`src/rtl/keypad_entry.sv`:
```
// ============================================================================
// Module   : keypad_entry
// Purpose  : Scans a 4x4 active-low matrix keypad, debounces each press and
//            release, and decodes the key to a 4-bit code. Digit keys build a
//            13-bit binary entry value together with its 4-digit BCD image.
//            '*' clears the entry and '#' commits it to value_out.
// Ports    : clk        - system clock, all logic on posedge
//            rst_n      - asynchronous active-low reset
//            row_in     - keypad rows, active-low, already synchronised
//            col_out    - keypad column drive, active-low one-hot
//            clear      - synchronous entry clear (same effect as '*')
//            key_valid  - 1-cycle pulse, debounced key accepted
//            key_code   - code of last accepted key
//            digits     - BCD {thousands,hundreds,tens,ones} of value
//            value      - binary entry value under construction
//            value_out  - last committed value
//            commit     - 1-cycle pulse, value_out updated
//            overflow   - 1-cycle pulse, digit rejected (result > 8191)
// Revision : 1.0 - initial release
// ============================================================================
`default_nettype none

module keypad_entry #(
  parameter int SCAN_DIV     = 2**16,
  parameter int DEBOUNCE_CNT = 2**18
) (
  input  logic        clk,
  input  logic        rst_n,
  input  logic [3:0]  row_in,
  output logic [3:0]  col_out,
  input  logic        clear,
  output logic        key_valid,
  output logic [3:0]  key_code,
  output logic [15:0] digits,
  output logic [12:0] value,
  output logic [12:0] value_out,
  output logic        commit,
  output logic        overflow
);

  localparam int SW = $clog2(SCAN_DIV);
  localparam int DW = $clog2(DEBOUNCE_CNT);
  localparam logic [SW-1:0] SCAN_LAST = SW'(SCAN_DIV - 1);
  localparam logic [DW-1:0] DB_LAST   = DW'(DEBOUNCE_CNT - 1);

  typedef enum logic [1:0] {
    ST_SCAN     = 2'd0,
    ST_DEBOUNCE = 2'd1,
    ST_HELD     = 2'd2
  } state_t;

  state_t        state_q, state_d;
  logic [1:0]    col_q, col_d;
  logic [3:0]    col_out_q, col_out_d;
  logic [SW-1:0] scan_cnt_q, scan_cnt_d;
  logic [DW-1:0] db_cnt_q, db_cnt_d;
  logic [3:0]    rows_q, rows_d;
  logic          key_valid_q, key_valid_d;
  logic [3:0]    key_code_q, key_code_d;
  logic [12:0]   value_q, value_d;
  logic [15:0]   digits_q, digits_d;
  logic [12:0]   value_out_q, value_out_d;
  logic          commit_q, commit_d;
  logic          overflow_q, overflow_d;
  logic [16:0]   w_next_value;

  // Lowest-index low row wins when several rows are pressed in one column.
  function automatic logic [3:0] decode_key(input logic [1:0] col, input logic [3:0] rows);
    logic [1:0] r;
    logic [3:0] code;
    r = 2'd3;
    for (int i = 3; i >= 0; i--) begin
      if (!rows[i]) r = 2'(i);
    end
    case ({r, col})
      4'h0: code = 4'h1;  4'h1: code = 4'h2;  4'h2: code = 4'h3;  4'h3: code = 4'hA;
      4'h4: code = 4'h4;  4'h5: code = 4'h5;  4'h6: code = 4'h6;  4'h7: code = 4'hB;
      4'h8: code = 4'h7;  4'h9: code = 4'h8;  4'hA: code = 4'h9;  4'hB: code = 4'hC;
      4'hC: code = 4'hE;  4'hD: code = 4'h0;  4'hE: code = 4'hF;  default: code = 4'hD;
    endcase
    return code;
  endfunction

  // Scan / debounce / hold sequencing. col_q stays frozen outside ST_SCAN, so it
  // doubles as the latched column index of the key being debounced.
  always_comb begin
    state_d     = state_q;
    col_d       = col_q;
    scan_cnt_d  = scan_cnt_q;
    db_cnt_d    = db_cnt_q;
    rows_d      = rows_q;
    key_valid_d = 1'b0;
    key_code_d  = key_code_q;
    case (state_q)
      ST_SCAN: begin
        if (row_in != 4'hF) begin
          rows_d   = row_in;
          db_cnt_d = '0;
          state_d  = ST_DEBOUNCE;
        end else if (scan_cnt_q == SCAN_LAST) begin
          scan_cnt_d = '0;
          col_d      = col_q + 2'd1;
        end else begin
          scan_cnt_d = scan_cnt_q + 1'b1;
        end
      end
      ST_DEBOUNCE: begin
        if (row_in != rows_q) begin
          state_d    = ST_SCAN;
          db_cnt_d   = '0;
          scan_cnt_d = '0;
        end else if (db_cnt_q == DB_LAST) begin
          state_d     = ST_HELD;
          db_cnt_d    = '0;
          key_valid_d = 1'b1;
          key_code_d  = decode_key(col_q, rows_q);
        end else begin
          db_cnt_d = db_cnt_q + 1'b1;
        end
      end
      ST_HELD: begin
        if (row_in != 4'hF) begin
          db_cnt_d = '0;
        end else if (db_cnt_q == DB_LAST) begin
          state_d    = ST_SCAN;
          db_cnt_d   = '0;
          scan_cnt_d = '0;
          col_d      = col_q + 2'd1;
        end else begin
          db_cnt_d = db_cnt_q + 1'b1;
        end
      end
      default: state_d = ST_SCAN;
    endcase
    col_out_d = ~(4'b0001 << col_d);
  end

  // Entry update acts on the registered key pulse, so results appear one cycle
  // after key_valid. Accepted values are <= 8191, hence value <= 819 before the
  // shift and the dropped thousands digit is always zero.
  assign w_next_value = {4'd0, value_q} * 17'd10 + {13'd0, key_code_q};

  always_comb begin
    value_d     = value_q;
    digits_d    = digits_q;
    value_out_d = value_out_q;
    commit_d    = 1'b0;
    overflow_d  = 1'b0;
    if (key_valid_q) begin
      if (key_code_q <= 4'd9) begin
        if (!clear) begin
          if (w_next_value <= 17'd8191) begin
            value_d  = w_next_value[12:0];
            digits_d = {digits_q[11:0], key_code_q};
          end else begin
            overflow_d = 1'b1;
          end
        end
      end else if (key_code_q == 4'hF) begin
        // Commit sees the pre-clear value even when clear is asserted.
        value_out_d = value_q;
        commit_d    = 1'b1;
      end else if (key_code_q == 4'hE) begin
        value_d  = '0;
        digits_d = '0;
      end
    end
    if (clear) begin
      value_d  = '0;
      digits_d = '0;
    end
  end

  always_ff @(posedge clk or negedge rst_n) begin
    if (!rst_n) begin
      state_q     <= ST_SCAN;
      col_q       <= 2'd0;
      col_out_q   <= 4'b1110;
      scan_cnt_q  <= '0;
      db_cnt_q    <= '0;
      rows_q      <= 4'hF;
      key_valid_q <= 1'b0;
      key_code_q  <= 4'h0;
      value_q     <= '0;
      digits_q    <= '0;
      value_out_q <= '0;
      commit_q    <= 1'b0;
      overflow_q  <= 1'b0;
    end else begin
      state_q     <= state_d;
      col_q       <= col_d;
      col_out_q   <= col_out_d;
      scan_cnt_q  <= scan_cnt_d;
      db_cnt_q    <= db_cnt_d;
      rows_q      <= rows_d;
      key_valid_q <= key_valid_d;
      key_code_q  <= key_code_d;
      value_q     <= value_d;
      digits_q    <= digits_d;
      value_out_q <= value_out_d;
      commit_q    <= commit_d;
      overflow_q  <= overflow_d;
    end
  end

  assign col_out   = col_out_q;
  assign key_valid = key_valid_q;
  assign key_code  = key_code_q;
  assign digits    = digits_q;
  assign value     = value_q;
  assign value_out = value_out_q;
  assign commit    = commit_q;
  assign overflow  = overflow_q;

endmodule

`default_nettype wire

```
`config.mk`:
```
export PLATFORM = sky130hd
export DESIGN_NAME = keypad_entry
export DESIGN_NICKNAME = d
export VERILOG_FILES = /design/src/rtl/keypad_entry.sv
export SDC_FILE = /design/constraint.sdc
export NUM_CORES = 1
export LEC_CHECK = 0
export BUFFER_PORTS_ARGS = -buffer_cell sky130_fd_sc_hd__buf_2
export CAP_MARGIN = 25
export CORE_AREA = 8 8 116 118
export DETAILED_ROUTE_END_ITERATION = 16
export DIE_AREA = 0 0 124 126
export PLACE_DENSITY = 0.65
export SLEW_MARGIN = 20
export SYNTH_ARGS = -nofsm -noshare
export SYNTH_HDL_FRONTEND = slang
export SYNTH_SLANG_ARGS = --single-unit
```
`constraint.sdc`:
```
create_clock -name clk -period 4.3 [get_ports clk]
set_input_delay 0.86 -clock clk [delete_from_list [all_inputs] [get_ports clk]]
set_output_delay 0.86 -clock clk [all_outputs]
set_load 0.01 [all_outputs]
```
==> impl_metrics.json, run 1 <==
{
  "final_common_cell": "nand2_1",
  "rr_worst_depth": 11,
  "num_io_pins": 60,
  "cp-end-kind": "register",
  "grt_pass1_wl_um": 20100,
  "ctsResizeCount": 0,
  "drt_wl_total_um": 11900,
  "pwr-share-seq_pct": 46.7,
  "synth_adder_area_share_pct": 8.93,
  "synthFlopType": "dfrtp_1",
  "cts_tree": "built",
  "min_period_ns": 3.88,
  "critPathSlowestCell": "nor3_4",
  "path_cells": "ha_1 > ha_1 > fa_1 > a21o_1 > a221oi_2 > o21ai_1 > xor2_1 > and4bb_1 > mux2i_2 > nor3_4 > a22o_1",
  "maxCapViolCount": 0,
  "report.final.slew_viol_count": 0,
  "ys_warn_count": 0,
  "coreArea_um2": 11700,
  "first_pass_iters": 4,
  "path_max_fanout": 28,
  "globalplace.congestion": 0.809,
  "peakVddDrop_mv": 0.248,
  "placed_area_um2": 5740,
  "ys_ff_latch": 94,
  "synth_edf_count": 0,
  "die_width_um": 124,
  "die_h_um": 126,
  "vias": 4244,
  "final_area_um2": 6050,
  "cts_setup_buffers": 0,
  "htree_levels": 3,
  "drt_iter0_drc": 265,
  "worst_pin_slew_ns": 0.986,
  "finalHoldViolCount": 0,
  "swShare_pct": 29.4,
  "cpPeakStageDelay_ns": 0.76,
  "syn-num-nets": 607,
  "grt_overflow": 0,
  "mostFrequentLayoutCells": "nand2_1, dfrtp_1, buf_2",
  "clock.fmax_mhz": 258,
  "clk_latency_ns": 0.35,
  "combPwrFrac_pct": 14.9,
  "start_kind": "register",
  "synth_top_area_cell": "dfrtp_1",
  "ys_async_sr_fraction_pct": 100,
  "finalCritPeriodShare_pct": 90.3,
  "synth_xor_area_share_pct": 5.07,
  "avgRoutedWirePerCell_um": 15.4,
  "cts_buffers": 9,
  "tns_ns": 0,
  "synth_top_family_by_area": "simple AND/OR/NAND/NOR gates",
  "dieArea_um2": 15600,
  "cellPowerDensity_nw_per_um2": 354,
  "total_power_w": 0.00214,
  "yosysTopAreaCellShare_pct": 40.7,
  "setup_viol": 0,
  "num_rows": 40,
  "place_inst": 751,
  "antenna_found_initial": 0,
  "internal_power_w": 0.00151,
  "drive_above_1_share_pct": 15.8,
  "grt_max_degree": 71,
  "grt_pass1_vias": 4128,
  "critPathArrivalTime_ns": 4.17,
  "postCtsHoldBufs": 0,
  "p_leak_nw": 3.13,
  "crit_type": "register to register",
  "fin_skew_ns": 0.00922,
  "num-nets-final": 659,
  "cts_sinks": 94,
  "cpMostUsedCell": "ha_1",
  "synthCells": 563,
  "initial_utilization_pct": 45.7,
  "hp-class": "register to register",
  "drtAntennaViolNets": 0,
  "clkSlewWorstSetupHoldPaths_ns": 0.07,
  "synth-compound-area-share_pct": 17.7,
  "hpwl_um": 8710,
  "route.detailed.drc": 0,
  "port_buffers": 59,
  "finalNonFillerCells": 767,
  "hold_depth": 2,
  "ys_seq_area_share_pct": 44.1,
  "hold_ws_ns": 0.467,
  "critPathRequiredTime_ns": 4.58,
  "netlist_area_um2": 5350,
  "clockRootBuffer": "clkbuf_16",
  "via_per_inst": 5.53,
  "yosysUniqueCellTypes": 62,
  "num_antenna_cells": 0,
  "synth_area_leaders": "dfrtp_1, ha_1, nand2_1, a22o_1, o21ai_0",
  "switchingPower_w": 0.000630,
  "synth-simple-area-share_pct": 20.3,
  "status": "finished clean",
  "post_synth_mux_area_share_pct": 0.631,
  "cts_buffer_depth": 2,
  "area_delta_synth_final_pct": 13.1,
  "rsz0062_at_grt": "false",
  "power_frac_clock_pct": 38.4,
  "track_usage_pct": 15.7,
  "relSlewSlack_pct": 34.1,
  "syn_avg_cell_area_um2": 9.50
}
## sequential cells by signal, indices dropped and copies added (netlist names)
register    count
db_cnt_q       18
scan_cnt_q     16
digits         15
value          13
value_out      13
col_out         4
key_code        4
rows_q          4
col_q           2
state_q         2
commit          1
key_valid       1
overflow        1
## per-stage QoR
stage | setup WS, ns | util (%)
CTS | 0.265 | 51.7
floorplan | 0.813 | -
finish | 0.418 | 51.7
global route | 0.109 | 51.7
global placement | 0.372 | 49.0
detailed placement | 0.289 | 49.0
## area by class of cell
cell class	instances	area [um^2]
fill	1067	5660
tap	147	184
multi-input combinational	431	2820
sequential	94	2360
clock inverter	7	81.3
clock buffer	9	225
timing repair buffer	61	313
inverter	18	67.6
## power by group through the flow
stage | combinational, W | clock [W] | sequential, W
after floorplan | 0.000277 | 0 | 0.000975
after global placement | 0.000310 | 0 | 0.00101
after detailed placement | 0.000319 | 0 | 0.00102
after CTS | 0.000321 | 0.000838 | 0.00100
after global routing | 0.000373 | 0.000875 | 0.00101
final | 0.000318 | 0.000822 | 0.00100
## cells by family (layout without fill, tap and decap cells)
logic type | after synthesis | count (layout)
AO/OA/AOI/OAI | 139 | 139
XOR/XNOR | 31 | 31
adder cells (fa/ha/maj) | 37 | 37
buffers and inverters | 38 | 95
flip-flops | 94 | 94
multiplexers | 3 | 3
AND/OR/NAND/NOR | 221 | 221
## worst max-delay path, delay by kind of cell (launching register included)
| kind | cells | cell delay [ns] |
|---|---|---|
| DFF | 1 | 0.47 |
| and+or+nand+nor | 2 | 1.01 |
| muxes | 1 | 0.10 |
| xor gates and xnor gates | 1 | 0.26 |
| AOI/OAI and AO/OA | 4 | 0.98 |
| adders and majority gates | 3 | 0.99 |
## metal layers
layer | vias to the layer above | track usage [%] | wire, um
li1 | 2109 | - | -
met1 | 2055 | 20.9 | 5520
met2 | 72 | 24.8 | 5630
met3 | 8 | 3.22 | 605
met4 | 0 | 5.18 | 96
met5 | - | 0 | 0
## cells in the mapped netlist (2+ instances only)
master	count
nor2b_1	6
nand3b_1	2
dfrtp_1	87
o31ai_1	2
and4_1	3
nor2_1	43
o21a_1	2
o22a_1	3
a22o_1	28
a21oi_1	24
nand3_1	11
o41ai_1	2
ha_1	35
o21ai_1	3
or3_1	2
and3_1	12
xor2_1	14
nor3_1	13
and2_1	5
a221oi_2	2
nand2_1	90
nand2b_1	7
dfstp_2	7
fa_1	2
xnor2_1	17
clkbuf_1	13
nor4_1	8
a21o_1	12
mux2i_1	2
buf_6	3
or2_2	3
buf_2	2
inv_1	18
a211oi_1	2
a31oi_1	4
o21ai_0	43
nand4_1	6
## worst paths after layout
kind | start | end | slack, ns
max reg2reg | value[1]$_DFFE_PN0P_ | digits[15]$_DFFE_PN0P_ | 0.42
max in group asynchronous | rst_n | col_out[2]$_DFF_PN1_ | 2.77
min in group asynchronous | rst_n | value_out[6]$_DFFE_PN0P_ | 0.62
min | value_out[4]$_DFFE_PN0P_ | value_out[4]$_DFFE_PN0P_ | 0.47
min reg2reg | value_out[4]$_DFFE_PN0P_ | value_out[4]$_DFFE_PN0P_ | 0.47
max | value[1]$_DFFE_PN0P_ | digits[15]$_DFFE_PN0P_ | 0.42
Note: power is estimated with default switching activity, not from simulation.
==> run 2: changes to the inputs <==
--- a/config.mk
+++ b/config.mk
@@ -5,12 +5,16 @@
 export SDC_FILE = /design/constraint.sdc
 export NUM_CORES = 1
 export LEC_CHECK = 0
+export ABC_AREA = 1
 export BUFFER_PORTS_ARGS = -buffer_cell sky130_fd_sc_hd__buf_2
 export CAP_MARGIN = 25
-export CORE_AREA = 8 8 116 118
+export CELL_PAD_IN_SITES_DETAIL_PLACEMENT = 1
+export CELL_PAD_IN_SITES_GLOBAL_PLACEMENT = 2
+export CORE_AREA = 8 8 139 141
 export DETAILED_ROUTE_END_ITERATION = 16
-export DIE_AREA = 0 0 124 126
-export PLACE_DENSITY = 0.65
+export DIE_AREA = 0 0 147 149
+export GPL_ROUTABILITY_DRIVEN = 0
+export PLACE_DENSITY = 0.8
 export SLEW_MARGIN = 20
 export SYNTH_ARGS = -nofsm -noshare
 export SYNTH_HDL_FRONTEND = slang
==> run 2 against run 1 <==
  * First-iteration DRC count down 21%
  * Design area up 10%
  * Fmax up 12%
  * Sequential share of layout area down 3.7 points
  * Count of clock-buffer cells in the layout up 2
  * Sequential power about the same
  * Combinational power up 80%
  * Non-clock buffer count up 2
  * Total power up 10%
  * Die area up 40%
  * Area after synthesis up 10%
  * Largest power group unchanged
==> impl_metrics.json, run 2 <==
{
  "mostFrequentLayoutCells": "nand2_1, inv_1, dfrtp_1",
  "htree_levels": 3,
  "num-nets-final": 872,
  "grt_pass1_vias": 5474,
  "grt-busiest-layer": "met2",
  "drt_wl_total_um": 16100,
  "track_usage_pct": 15.3,
  "yosysMostFrequentCell": "nand2_1",
  "met3_usage_pct": 2.79,
  "cts_sinks": 94,
  "port_buffers": 59,
  "start_kind": "register",
  "coreArea_um2": 17100,
  "ys_seq_area_share_pct": 40.0,
  "final_common_cell": "nand2_1",
  "ctsResizeCount": 0,
  "crit_path_start": "value[1]$_DFFE_PN0P_",
  "drt_iter0_drc": 210,
  "num_rows": 48,
  "largest_reg_flops": 18,
  "r2r-start": "value[1]$_DFFE_PN0P_",
  "cts_tree": "built",
  "min_period_ns": 3.46,
  "synth_top_area_cell": "dfrtp_1",
  "setup_viol": 0,
  "synth_edf_count": 0,
  "ys_warn_count": 0,
  "placed_area_um2": 6370,
  "finalCritPeriodShare_pct": 80.4,
  "dieArea_um2": 21900,
  "synthFlopType": "dfrtp_1",
  "num_antenna_cells": 0,
  "yosysUniqueCellTypes": 43,
  "synth_area_leaders": "dfrtp_1, nand2_1, ha_1, inv_1, nor2_1",
  "critPathRequiredTime_ns": 4.58,
  "grt_max_degree": 73,
  "hpwl_um": 12400,
  "via_per_inst": 4.93,
  "ys_async_sr_fraction_pct": 100,
  "synthCells": 770,
  "use_met2_pct": 26.1,
  "final_area_um2": 6680,
  "cp-end-kind": "register",
  "report.final.slew_viol_count": 0,
  "clock.fmax_mhz": 289,
  "met1_usage_pct": 18.9,
  "postCtsHoldBufs": 0,
  "worst_pin_slew_ns": 0.768,
  "fin_skew_ns": 0.0123,
  "fill_cells": 2150,
  "cts_buffer_depth": 2,
  "clockRootBuffer": "clkbuf_16",
  "drive_above_1_share_pct": 16.6,
  "yosysTopAreaCellShare_pct": 36.9,
  "initial_utilization_pct": 34.6,
  "crit_type": "register to register",
  "cellPowerDensity_nw_per_um2": 353,
  "grt_pass1_wl_um": 27500,
  "num_io_pins": 60,
  "avgRoutedWirePerCell_um": 15.2,
  "clk_latency_ns": 0.36,
  "status": "finished clean",
  "cts_buffers": 9,
  "netlist_area_um2": 5900,
  "rsz0062_at_grt": "false",
  "critPathArrivalTime_ns": 3.74,
  "syn-num-nets": 814,
  "first_pass_iters": 4,
  "tns_ns": 0,
  "ys_ff_latch": 94,
  "p_leak_nw": 3.40,
  "vias": 5215,
  "drtAntennaViolNets": 0,
  "maxCapViolCount": 0,
  "route.detailed.drc": 0,
  "path_max_fanout": 30,
  "die_width_um": 147,
  "relSlewSlack_pct": 48.8,
  "clkSlewWorstSetupHoldPaths_ns": 0.06,
  "grt_overflow": 0,
  "finalHoldViolCount": 0,
  "regMostFlops": "db_cnt_q",
  "cts_setup_buffers": 0,
  "ys_top_cells_by_count": "nand2_1, inv_1, dfrtp_1",
  "area_delta_synth_final_pct": 13.2,
  "antenna_found_initial": 0,
  "die_h_um": 149,
  "hp-class": "input pin to async pin",
  "syn_avg_cell_area_um2": 7.66,
  "peakVddDrop_mv": 0.268
}
run 2: layer usage:
layer	wire length [um]	up-vias
li1	-	2604
met1	7580	2526
met2	7670	69
met3	578	16
met5	0	-
met4	252	0
run 2: through the flow:
| stage | setup WS (ns) | cells | util [%] | power (W) | hold WS (ns) |
|---|---|---|---|---|---|
| 4_1_cts | 0.802 | 1057 | 39.0 | 0.00239 | 0.473 |
| 2_1_floorplan | 1.42 | 770 | - | 0.00143 | 0.476 |
| 3_5_place_dp | 0.813 | 1041 | 37.4 | 0.00161 | 0.454 |
| 5_1_grt | 0.531 | 1058 | 39.1 | 0.00250 | 0.469 |
| 6_report | 0.843 | 1058 | 39.1 | 0.00236 | 0.446 |
| 3_3_place_gp | 0.919 | 1041 | 37.4 | 0.00159 | 0.449 |
run 2: final cells by class:
type	count	area (um^2)	share of cell area (%)
multi-input cells	558	3030	45.3
clock buffers	11	233	3.49
inverters	102	383	5.73
repair buffers	63	348	5.21
flip-flops and latches	94	2360	35.4
well taps	225	282	4.22
clock inverters	5	43.8	0.656
run 2: path summary, 6_finish.rpt:
kind,end,slack (ns),cells after the start
max in group asynchronous,rows_q[3]$_DFFE_PN1P_,3.15,2
hold / removal,value_out[9]$_DFFE_PN0P_,0.45,1
setup reg to reg,value[11]$_DFFE_PN0P_,0.84,15
hold reg to reg,value_out[2]$_DFFE_PN0P_,0.47,2
min in group clk,value_out[2]$_DFFE_PN0P_,0.47,2
setup / recovery,value[11]$_DFFE_PN0P_,0.84,15
run 2: worst max-delay path, stage by stage (launching register included):
cell and delay [ns]:
dfrtp_1 0.46, ha_1 0.33, ha_1 0.25, fa_1 0.59, nand4_1 0.12, o21ai_1 0.18
nand2_1 0.11, nor2_2 0.15, nand3_1 0.12, nand3_1 0.10, nand2_1 0.08, nand2_2 0.08
nand2_4 0.22, nand2_4 0.40, nand2_1 0.10, nand2_1 0.07
run 2: cell families after synthesis:
family	after synthesis	synth area share, %
compound gates	82	7.74
flops	94	40.0
fa+ha+maj	37	8.10
xor+xnor	19	2.82
buf+inv	118	8.66
mux	1	0.191
simple gates	419	32.5
run 2: where the power goes:
group	switching [W]	internal [W]	leakage [nW]
logic	0.000407	0.000166	1.99
registers	0.0000529	0.000965	1.28
clock network	0.000364	0.000400	0.128
total	0.000824	0.00153	3.40
